## src/rtl/demux_buffered_pkg.sv

```systemverilog
// Shared constants for the buffered 1-to-2 demultiplexer.
//   WIDTH_DEF : default data width
//   DEPTH_DEF : default entries per output FIFO (power of two, >= 2)
//   CNT_W     : width of the per-output delivery counters
package demux_buffered_pkg;
  localparam int WIDTH_DEF = 32;
  localparam int DEPTH_DEF = 2;
  localparam int CNT_W     = 8;
endpackage

```

## src/rtl/demux_fifo.sv

```systemverilog
// Single-clock FIFO used on each output path of demux_buffered.
// Ports:
//   clk, rst  : rising-edge clock, asynchronous active-high reset
//   i_push    : write i_data this edge (ignored when full)
//   i_data    : word to write
//   i_pop     : advance the read pointer this edge (ignored when empty)
//   o_full    : occupancy == DEPTH
//   o_empty   : occupancy == 0
//   o_head    : oldest stored word (0 after reset)
import demux_buffered_pkg::*;

module demux_fifo #(
  parameter int WIDTH = WIDTH_DEF,
  parameter int DEPTH = DEPTH_DEF
) (
  input  logic             clk,
  input  logic             rst,
  input  logic             i_push,
  input  logic [WIDTH-1:0] i_data,
  input  logic             i_pop,
  output logic             o_full,
  output logic             o_empty,
  output logic [WIDTH-1:0] o_head
);
  localparam int AW = (DEPTH > 1) ? $clog2(DEPTH) : 1;

  logic [WIDTH-1:0] r_mem [DEPTH];
  logic [AW-1:0]    r_wr_ptr;
  logic [AW-1:0]    r_rd_ptr;
  logic [AW:0]      r_occ;
  logic             w_push;
  logic             w_pop;

  assign o_full  = (r_occ == (AW+1)'(DEPTH));
  assign o_empty = (r_occ == '0);
  assign o_head  = r_mem[r_rd_ptr];

  // Guard here as well so the FIFO is safe on its own.
  assign w_push = i_push & ~o_full;
  assign w_pop  = i_pop & ~o_empty;

  // Storage is cleared on reset so the head reads as zero afterwards.
  // Pointers wrap naturally because DEPTH is a power of two.
  always_ff @(posedge clk or posedge rst) begin
    if (rst) begin
      for (int i = 0; i < DEPTH; i++) r_mem[i] <= '0;
      r_wr_ptr <= '0;
      r_rd_ptr <= '0;
      r_occ    <= '0;
    end else begin
      if (w_push) begin
        r_mem[r_wr_ptr] <= i_data;
        r_wr_ptr        <= r_wr_ptr + 1'b1;
      end
      if (w_pop) r_rd_ptr <= r_rd_ptr + 1'b1;
      case ({w_push, w_pop})
        2'b10:   r_occ <= r_occ + 1'b1;
        2'b01:   r_occ <= r_occ - 1'b1;
        default: r_occ <= r_occ;
      endcase
    end
  end
endmodule

```

## src/rtl/demux_buffered.sv

```systemverilog
// Registered 1-to-2 demultiplexer with a small FIFO per output, so a
// stalled consumer blocks only its own path.
// Handshake: a transfer happens on an edge where valid & ready are both 1;
// ready never depends on the partner's valid, and data/valid are held by
// the producer until the transfer occurs.
// Ports:
//   clk, rst              : rising-edge clock, asynchronous active-high reset
//   in, in_valid, s       : input word, qualifier, select (0 -> out1, 1 -> out2)
//   in_ready              : selected FIFO not full and not in reset
//   out1/out1_valid/ready : head of FIFO 1 with handshake
//   out2/out2_valid/ready : head of FIFO 2 with handshake
//   cnt1, cnt2            : words delivered per output, modulo 256
import demux_buffered_pkg::*;

module demux_buffered #(
  parameter int WIDTH = WIDTH_DEF,
  parameter int DEPTH = DEPTH_DEF
) (
  input  logic             clk,
  input  logic             rst,
  input  logic [WIDTH-1:0] in,
  input  logic             in_valid,
  input  logic             s,
  output logic             in_ready,
  output logic [WIDTH-1:0] out1,
  output logic             out1_valid,
  input  logic             out1_ready,
  output logic [WIDTH-1:0] out2,
  output logic             out2_valid,
  input  logic             out2_ready,
  output logic [CNT_W-1:0] cnt1,
  output logic [CNT_W-1:0] cnt2
);
  logic             w_full1, w_full2;
  logic             w_empty1, w_empty2;
  logic             w_push1, w_push2;
  logic             w_pop1, w_pop2;
  logic [CNT_W-1:0] r_cnt1, r_cnt2;

  // Depends only on s and fullness: a full FIFO never passes a word
  // through in the same cycle as a pop.
  assign in_ready = ~(s ? w_full2 : w_full1) & ~rst;

  assign w_push1 = in_valid & in_ready & ~s;
  assign w_push2 = in_valid & in_ready &  s;

  assign out1_valid = ~w_empty1;
  assign out2_valid = ~w_empty2;
  assign w_pop1     = out1_valid & out1_ready;
  assign w_pop2     = out2_valid & out2_ready;

  assign cnt1 = r_cnt1;
  assign cnt2 = r_cnt2;

  demux_fifo #(.WIDTH(WIDTH), .DEPTH(DEPTH)) u_fifo1 (
    .clk     (clk),
    .rst     (rst),
    .i_push  (w_push1),
    .i_data  (in),
    .i_pop   (w_pop1),
    .o_full  (w_full1),
    .o_empty (w_empty1),
    .o_head  (out1)
  );

  demux_fifo #(.WIDTH(WIDTH), .DEPTH(DEPTH)) u_fifo2 (
    .clk     (clk),
    .rst     (rst),
    .i_push  (w_push2),
    .i_data  (in),
    .i_pop   (w_pop2),
    .o_full  (w_full2),
    .o_empty (w_empty2),
    .o_head  (out2)
  );

  // Delivery counters wrap modulo 2**CNT_W.
  always_ff @(posedge clk or posedge rst) begin
    if (rst) begin
      r_cnt1 <= '0;
      r_cnt2 <= '0;
    end else begin
      if (w_pop1) r_cnt1 <= r_cnt1 + 1'b1;
      if (w_pop2) r_cnt2 <= r_cnt2 + 1'b1;
    end
  end
endmodule

```

## config.mk

```make
export PLATFORM = sky130hd
export DESIGN_NAME = demux_buffered
export DESIGN_NICKNAME = d
export VERILOG_FILES = /design/src/rtl/demux_buffered_pkg.sv /design/src/rtl/demux_fifo.sv /design/src/rtl/demux_buffered.sv
export SDC_FILE = /design/constraint.sdc
export NUM_CORES = 1
export LEC_CHECK = 0
export ABC_AREA = 1
export CORE_MARGIN = 4
export CORE_UTILIZATION = 45
export CTS_CLUSTER_DIAMETER = 60
export DETAILED_ROUTE_END_ITERATION = 6
export MAX_ROUTING_LAYER = met4
export PLACE_DENSITY_LB_ADDON = 0.12
export REMOVE_ABC_BUFFERS = 1
export SLEW_MARGIN = 20
export SYNTH_ARGS = -nofsm -noshare
export SYNTH_HDL_FRONTEND = slang
export SYNTH_SLANG_ARGS = --single-unit
```

## constraint.sdc

```tcl
create_clock -name clk -period 2.6 [get_ports clk]
set_clock_uncertainty 0.1 [all_clocks]
set_input_delay 0.26 -clock clk [delete_from_list [all_inputs] [get_ports clk]]
set_output_delay 0.26 -clock clk [all_outputs]
set_load 0.01 [all_outputs]
```

==> results of run 1 <==
## per-stage QoR
stage | total power, mW | instances | hold slack (ns) | TNS [ns] | area [um2]
3_3_place_gp | 9.20 | 1147 | 0.353 | 0 | 8420
2_1_floorplan | 6.56 | 817 | 0.277 | -299.52 | 6760
5_1_grt | 12.4 | 1181 | 0.132 | 0 | 8990
4_1_cts | 11.6 | 1179 | 0.107 | 0 | 8990
3_5_place_dp | 9.26 | 1147 | 0.358 | 0 | 8420
6_report | 11.5 | 1181 | 0.118 | 0 | 8990
## where the power goes
part	switching, mW	total [mW]	internal, mW
sequential	0.692	4.17	3.47
clock	0.915	2.34	1.43
combinational	2.67	5.04	2.37
total	4.28	11.5	7.27
## cell usage in the layout (no fill, tap or decap)
cell             instances
dfrtp_1                150
clkinv_2                 1
clkbuf_8                 8
o21a_1                   2
buf_4                   19
clkinv_1                 3
o21ai_0                 32
nor3_1                   4
inv_2                    4
diode_2                  2
a21oi_1                  2
clkbuf_1                 6
buf_2                    1
nor2_4                   3
clkdlybuf4s50_1        119
xnor2_1                  5
nor2_1                   6
xor2_1                  12
inv_6                    1
buf_12                   3
nand4_1                 68
ha_1                     4
nand2_1                394
dfrtp_4                  1
dfrtp_2                  1
nand3_1                  7
nand4_2                  1
o21ai_1                 68
nand3_2                  2
clkbuf_16               17
inv_1                   47
## critical path, stage by stage, from the launching register on
cell	delay [ns]
dfrtp_4	0.67
buf_4	0.26
nand2_1	0.07
o21ai_0	0.08
clkdlybuf4s50_1	0.57
## flip-flops by register name, indices dropped and copies added, names as in the netlist, 2 cells and up
signal / flops
cnt2: 8
u_fifo1.r_mem: 64
u_fifo2.r_occ: 2
cnt1: 8
u_fifo2.r_mem: 64
u_fifo1.r_occ: 2
## cells by family (layout without fill, tap and decap cells)
group / count (synthesis) / count (layout) / synth area share [%]
other: 0 / 2 / 0
AND/OR/NAND/NOR: 485 / 485 / 28.9
buffers and inverters: 111 / 229 / 6.35
adder cells (fa/ha/maj): 4 / 4 / 0.715
XOR/XNOR: 17 / 17 / 2.13
flip-flops: 152 / 152 / 54.4
AO/OA/AOI/OAI: 104 / 104 / 7.51
## cell type report
class / count / area [um2]
antenna: 2 / 5.00
clock buffer: 31 / 558
clock inverter: 1 / 5.00
fill: 1393 / 6210
inverter: 55 / 211
multi-input combinational: 610 / 2770
sequential: 152 / 3810
tap: 188 / 235
timing repair buffer: 142 / 1400
## how the worst max path moves through the flow
stage | startpoint | end | cells past startpoint
after CTS | u_fifo1.r_rd_ptr$_DFFE_PP0P_ | out1[11] | 4
after global placement | u_fifo1.r_rd_ptr$_DFFE_PP0P_ | out1[11] | 4
after floorplan | rst | u_fifo2.r_mem[32]$_DFFE_PP0P_ | 6
after global routing | u_fifo2.r_rd_ptr$_DFFE_PP0P_ | out2[7] | 5
after detailed placement | rst | u_fifo2.r_mem[30]$_DFFE_PP0P_ | 9
final | u_fifo1.r_rd_ptr$_DFFE_PP0P_ | out1[11] | 4
## layer usage
metal,vias to the layer above,track usage [%]
met5,-,-
met4,0,6.64
met3,24,5.74
met2,177,31.6
met1,2854,31.2
li1,3025,-
==> results.sh, run 1 <==
export IMPL_r2r_start="u_fifo1.r_occ[0]$_DFFE_PP0P_"
export IMPL_ant_nets=0
export IMPL_drt_wl_total_um=18100
export IMPL_synth_top_flop_cell="dfrtp_1"
export IMPL_ctsResizeCount=1
export IMPL_cts_max_level=4
export IMPL_place_hpwl_um=11200
export IMPL_clock_latency_ns=0.43
export IMPL_ios=121
export IMPL_yosysWarnings=0
export IMPL_hp_class="primary input to flip-flop"
export IMPL_relSlewSlack_pct=51.6
export IMPL_power_density_nw_per_um2=1280
export IMPL_grt_total_usage_pct=22.1
export IMPL_cts_buffers=17
export IMPL_wl_met1_um=8850
export IMPL_drive_gt1_share_pct=6.26
export IMPL_critPathMaxFanout=31
export IMPL_reg2reg_slack_ns=0.68
export IMPL_yosysSeqAreaShare_pct=54.4
export IMPL_io_buffers=120
export IMPL_post_route_drc_count=0
export IMPL_worst_r2r_cell_count=9
export IMPL_final_nets=1020
export IMPL_die_h_um=133
export IMPL_syn2layout_area_growth_pct=28.5
export IMPL_die_x_um=133
export IMPL_yosysMostFrequentCell="nand2_1"
export IMPL_synth_area_leader_cell="dfrtp_1"
export IMPL_rows=45
export IMPL_yosys_cell_types_count=23
export IMPL_place_ws_ns=0.410
export IMPL_synth_avg_cell_area_um2=8.02
export IMPL_vdd_ir_drop_worst_uv=641
export IMPL_drt_first_pass_iters=5
export IMPL_grt_pass1_wl_um=30300
export IMPL_cts_tree="done"
export IMPL_synth_edf_count=0
export IMPL_rsz0062_at_grt="no"
export IMPL_via_per_inst=5.15
export IMPL_finalMaxSlewViolations=0
export IMPL_max_freq_ghz=0.409
export IMPL_clkTransAtPathRegs_ns=0.06
export IMPL_vias=6080
export IMPL_cp_start_kind="flip-flop"
export IMPL_crit_path_end_kind="output pin"
export IMPL_synth_top_area_share_pct=54.4
export IMPL_synth_top_cells_by_area="dfrtp_1 54%, nand2_1 21%, nand4_1 6.1%"
export IMPL_syn_area_um2=7000
export IMPL_hold_violations=0
export IMPL_dr_wl_met2_um=7900
export IMPL_min_period_ns=2.44
export IMPL_outcome="complete, no violations"
export IMPL_post_cts_buffers=0
export IMPL_min_from="s"
export IMPL_dieArea_um2=17600
export IMPL_netlist_top_cells_count="394 x nand2_1, 152 x dfrtp_1, 68 x nand4_1, 68 x o21ai_1, 47 x inv_1"
export IMPL_clock_path_buffers=2
export IMPL_wl_met3_um=1070
export IMPL_top_layer_used="met4"
export IMPL_clock_sinks=152
export IMPL_required_ns=2.24
export IMPL_overflow=0
export IMPL_ys_ff_latch=152
export IMPL_finalWorstSetupSlack_ns=0.155
export IMPL_setup_viol=0
export IMPL_syn_inst=873
export IMPL_wl_per_cell_um=15.3
export IMPL_place_congestion=0.803
export IMPL_grt_pass1_vias=5823
export IMPL_worstSetupPathType="flip-flop to output pin"
export IMPL_fin_crit_sh_pct=94.0
export IMPL_antenna_found_initial=2
export IMPL_worstHoldPathCells=4
export IMPL_async_flop_share_pct=100
export IMPL_initial_core_util_pct=46.0
export IMPL_coreArea_um2=15200
export IMPL_fin_util_pct=59.2
export IMPL_cts_root_buf="clkbuf_16"
export IMPL_hold_end="u_fifo2.r_wr_ptr$_DFFE_PP0N_"
export IMPL_grt_max_degree=128
export IMPL_arrival_ns=2.08
export IMPL_drv_cap=0
export IMPL_worst_slew_pin_slew_ns=0.726
export IMPL_drtIter0Drc=633
export IMPL_p_leak_nw=4.39
export IMPL_rr_endpoint="u_fifo2.r_mem[48]$_DFFE_PP0P_"
export IMPL_hold_buffers=0
Power figures use the tool's default switching activity.
==> run 2: changes to the inputs <==
- clock period: 2.6 -> 2.9 ns (I/O delays scaled with it)
==> run 2 against run 1 <==
Sequential power shrank 9.1%. Setup slack gained 0.14 ns. Cell area shrank 0.31%. Clock-buffer cell count shrank 10. First-iteration DRC count shrank 7.3%. Via count shrank 1.4%.
==> results.sh, run 2 (synthesis gave the netlist of run 1 again) <==
export IMPL_ctsResizeCount=0
export IMPL_relSlewSlack_pct=42.6
export IMPL_max_stage_delay_ns=0.67
export IMPL_grt_total_usage_pct=22.3
export IMPL_drt_first_pass_iters=5
export IMPL_reg_largest_list="u_fifo1.r_mem: 64 flops, u_fifo2.r_mem: 64 flops"
export IMPL_final_area_um2=8970
export IMPL_hold_violations=0
export IMPL_via_per_inst=5.08
export IMPL_required_ns=2.51
export IMPL_p_leak_nw=4.39
export IMPL_finalMaxSlewViolations=0
export IMPL_post_cts_buffers=0
export IMPL_dieArea_um2=17600
export IMPL_drtIter0Drc=587
export IMPL_initial_core_util_pct=46.0
export IMPL_worst_slew_pin_slew_ns=0.860
export IMPL_vias=5993
export IMPL_clock_latency_ns=0.42
export IMPL_cp_start_kind="flip-flop"
export IMPL_critPathMaxFanout=27
export IMPL_cts_root_buf="clkbuf_16"
export IMPL_drt_wl_total_um=18300
export IMPL_grt_util_met3_pct=4.94
export IMPL_hold_slack_ns=0.342
export IMPL_cts_tree="done"
export IMPL_most_common_layout_cells="394 x nand2_1, 150 x dfrtp_1, 119 x clkdlybuf4s50_1"
export IMPL_place_congestion=0.801
export IMPL_overflow=0
export IMPL_placed_cells=1147
export IMPL_clock_path_buffers=2
export IMPL_setup_viol=0
export IMPL_clkTransAtPathRegs_ns=0.06
export IMPL_die_x_um=133
export IMPL_drive_gt1_share_pct=6.56
export IMPL_coreArea_um2=15200
export IMPL_grt_pass1_vias=6059
export IMPL_stdcell_count=1179
export IMPL_finalWorstSetupSlack_ns=0.293
export IMPL_placed_area_um2=8410
export IMPL_hp_class="primary input to async pin"
export IMPL_diodes=0
export IMPL_fin_util_pct=59.0
export IMPL_fin_crit_sh_pct=89.9
export IMPL_cp_startpoint="u_fifo1.r_rd_ptr$_DFFE_PP0P_"
export IMPL_rows=45
export IMPL_power_mw=10.4
export IMPL_top_usage_layer="met2"
export IMPL_worstSetupPathType="flip-flop to output pin"
export IMPL_cp_slowest_cell="dfrtp_2"
export IMPL_grt_max_degree=153
export IMPL_ant_nets=0
export IMPL_io_buffers=120
export IMPL_rsz0062_at_grt="no"
export IMPL_vdd_ir_drop_worst_uv=610
export IMPL_max_freq_ghz=0.384
export IMPL_outcome="complete, no violations"
export IMPL_final_nets=1020
export IMPL_wl_per_cell_um=15.5
export IMPL_r2r_start="u_fifo2.r_occ[0]$_DFFE_PP0P_"
export IMPL_worstPathCellList="buf_4 > nand2_1 > o21ai_1 > clkdlybuf4s50_1"
export IMPL_place_ws_ns=0.564
export IMPL_cts_max_level=4
export IMPL_antenna_found_initial=0
export IMPL_place_hpwl_um=11600
export IMPL_ios=121
export IMPL_met1_usage_pct=30.9
export IMPL_final_common_cell="nand2_1"
export IMPL_grt_pass1_wl_um=30800
export IMPL_die_h_um=133
export IMPL_crit_path_end_kind="output pin"
export IMPL_power_density_nw_per_um2=1160
export IMPL_tns_ns=0
export IMPL_cts_buffers=17
export IMPL_met2_usage_pct=33.1
export IMPL_arrival_ns=2.22
export IMPL_min_period_ns=2.61
export IMPL_hold_buffers=0
export IMPL_post_route_drc_count=0
export IMPL_clock_sinks=152
export IMPL_syn2layout_area_growth_pct=28.1
export IMPL_drv_cap=0
## run 2: path summary, 6_finish.rpt
check | cells past startpoint | slack (ns) | end
hold reg to reg | 2 | 0.37 | u_fifo2.r_mem[34]$_DFFE_PP0P_
hold / removal | 3 | 0.34 | cnt2[0]$_DFFE_PP0P_
setup / recovery | 4 | 0.29 | out1[31]
max in group asynchronous | 3 | 1.66 | u_fifo2.r_mem[1]$_DFFE_PP0P_
min in group clk | 2 | 0.37 | u_fifo2.r_mem[34]$_DFFE_PP0P_
setup reg to reg | 8 | 0.87 | u_fifo2.r_mem[37]$_DFFE_PP0P_
## run 2: layout make-up
cell class,instances,area [um2]
Inverter,55,211
Sequential cell,152,3810
Fill cell,1386,6230
Timing Repair Buffer,142,1390
Clock buffer,21,450
Clock inverter,11,105
Multi-Input combinational cell,610,2770
Tap cell,188,235
## run 2: per-layer routing
layer / part of all wire, % / wire length [um] / vias up
li1: - / - / 3016
met1: 48 / 8850 / 2799
met2: 45 / 8180 / 155
met3: 5.4 / 982 / 23
met4: 1.6 / 293 / 0
met5: 0 / 0 / -
## run 2: critical path, delay by kind of cell (launching register included)
kind | cells | cell delay [ns]
buf+inv | 2 | 0.90
simple gates | 1 | 0.07
flops | 1 | 0.67
compound gates | 1 | 0.14
## run 2: power by group
| group | total (mW) | internal [mW] | switching (mW) |
|---|---|---|---|
| clock | 2.10 | 1.27 | 0.830 |
| combinational | 4.46 | 2.11 | 2.35 |
| sequential | 3.79 | 3.11 | 0.681 |
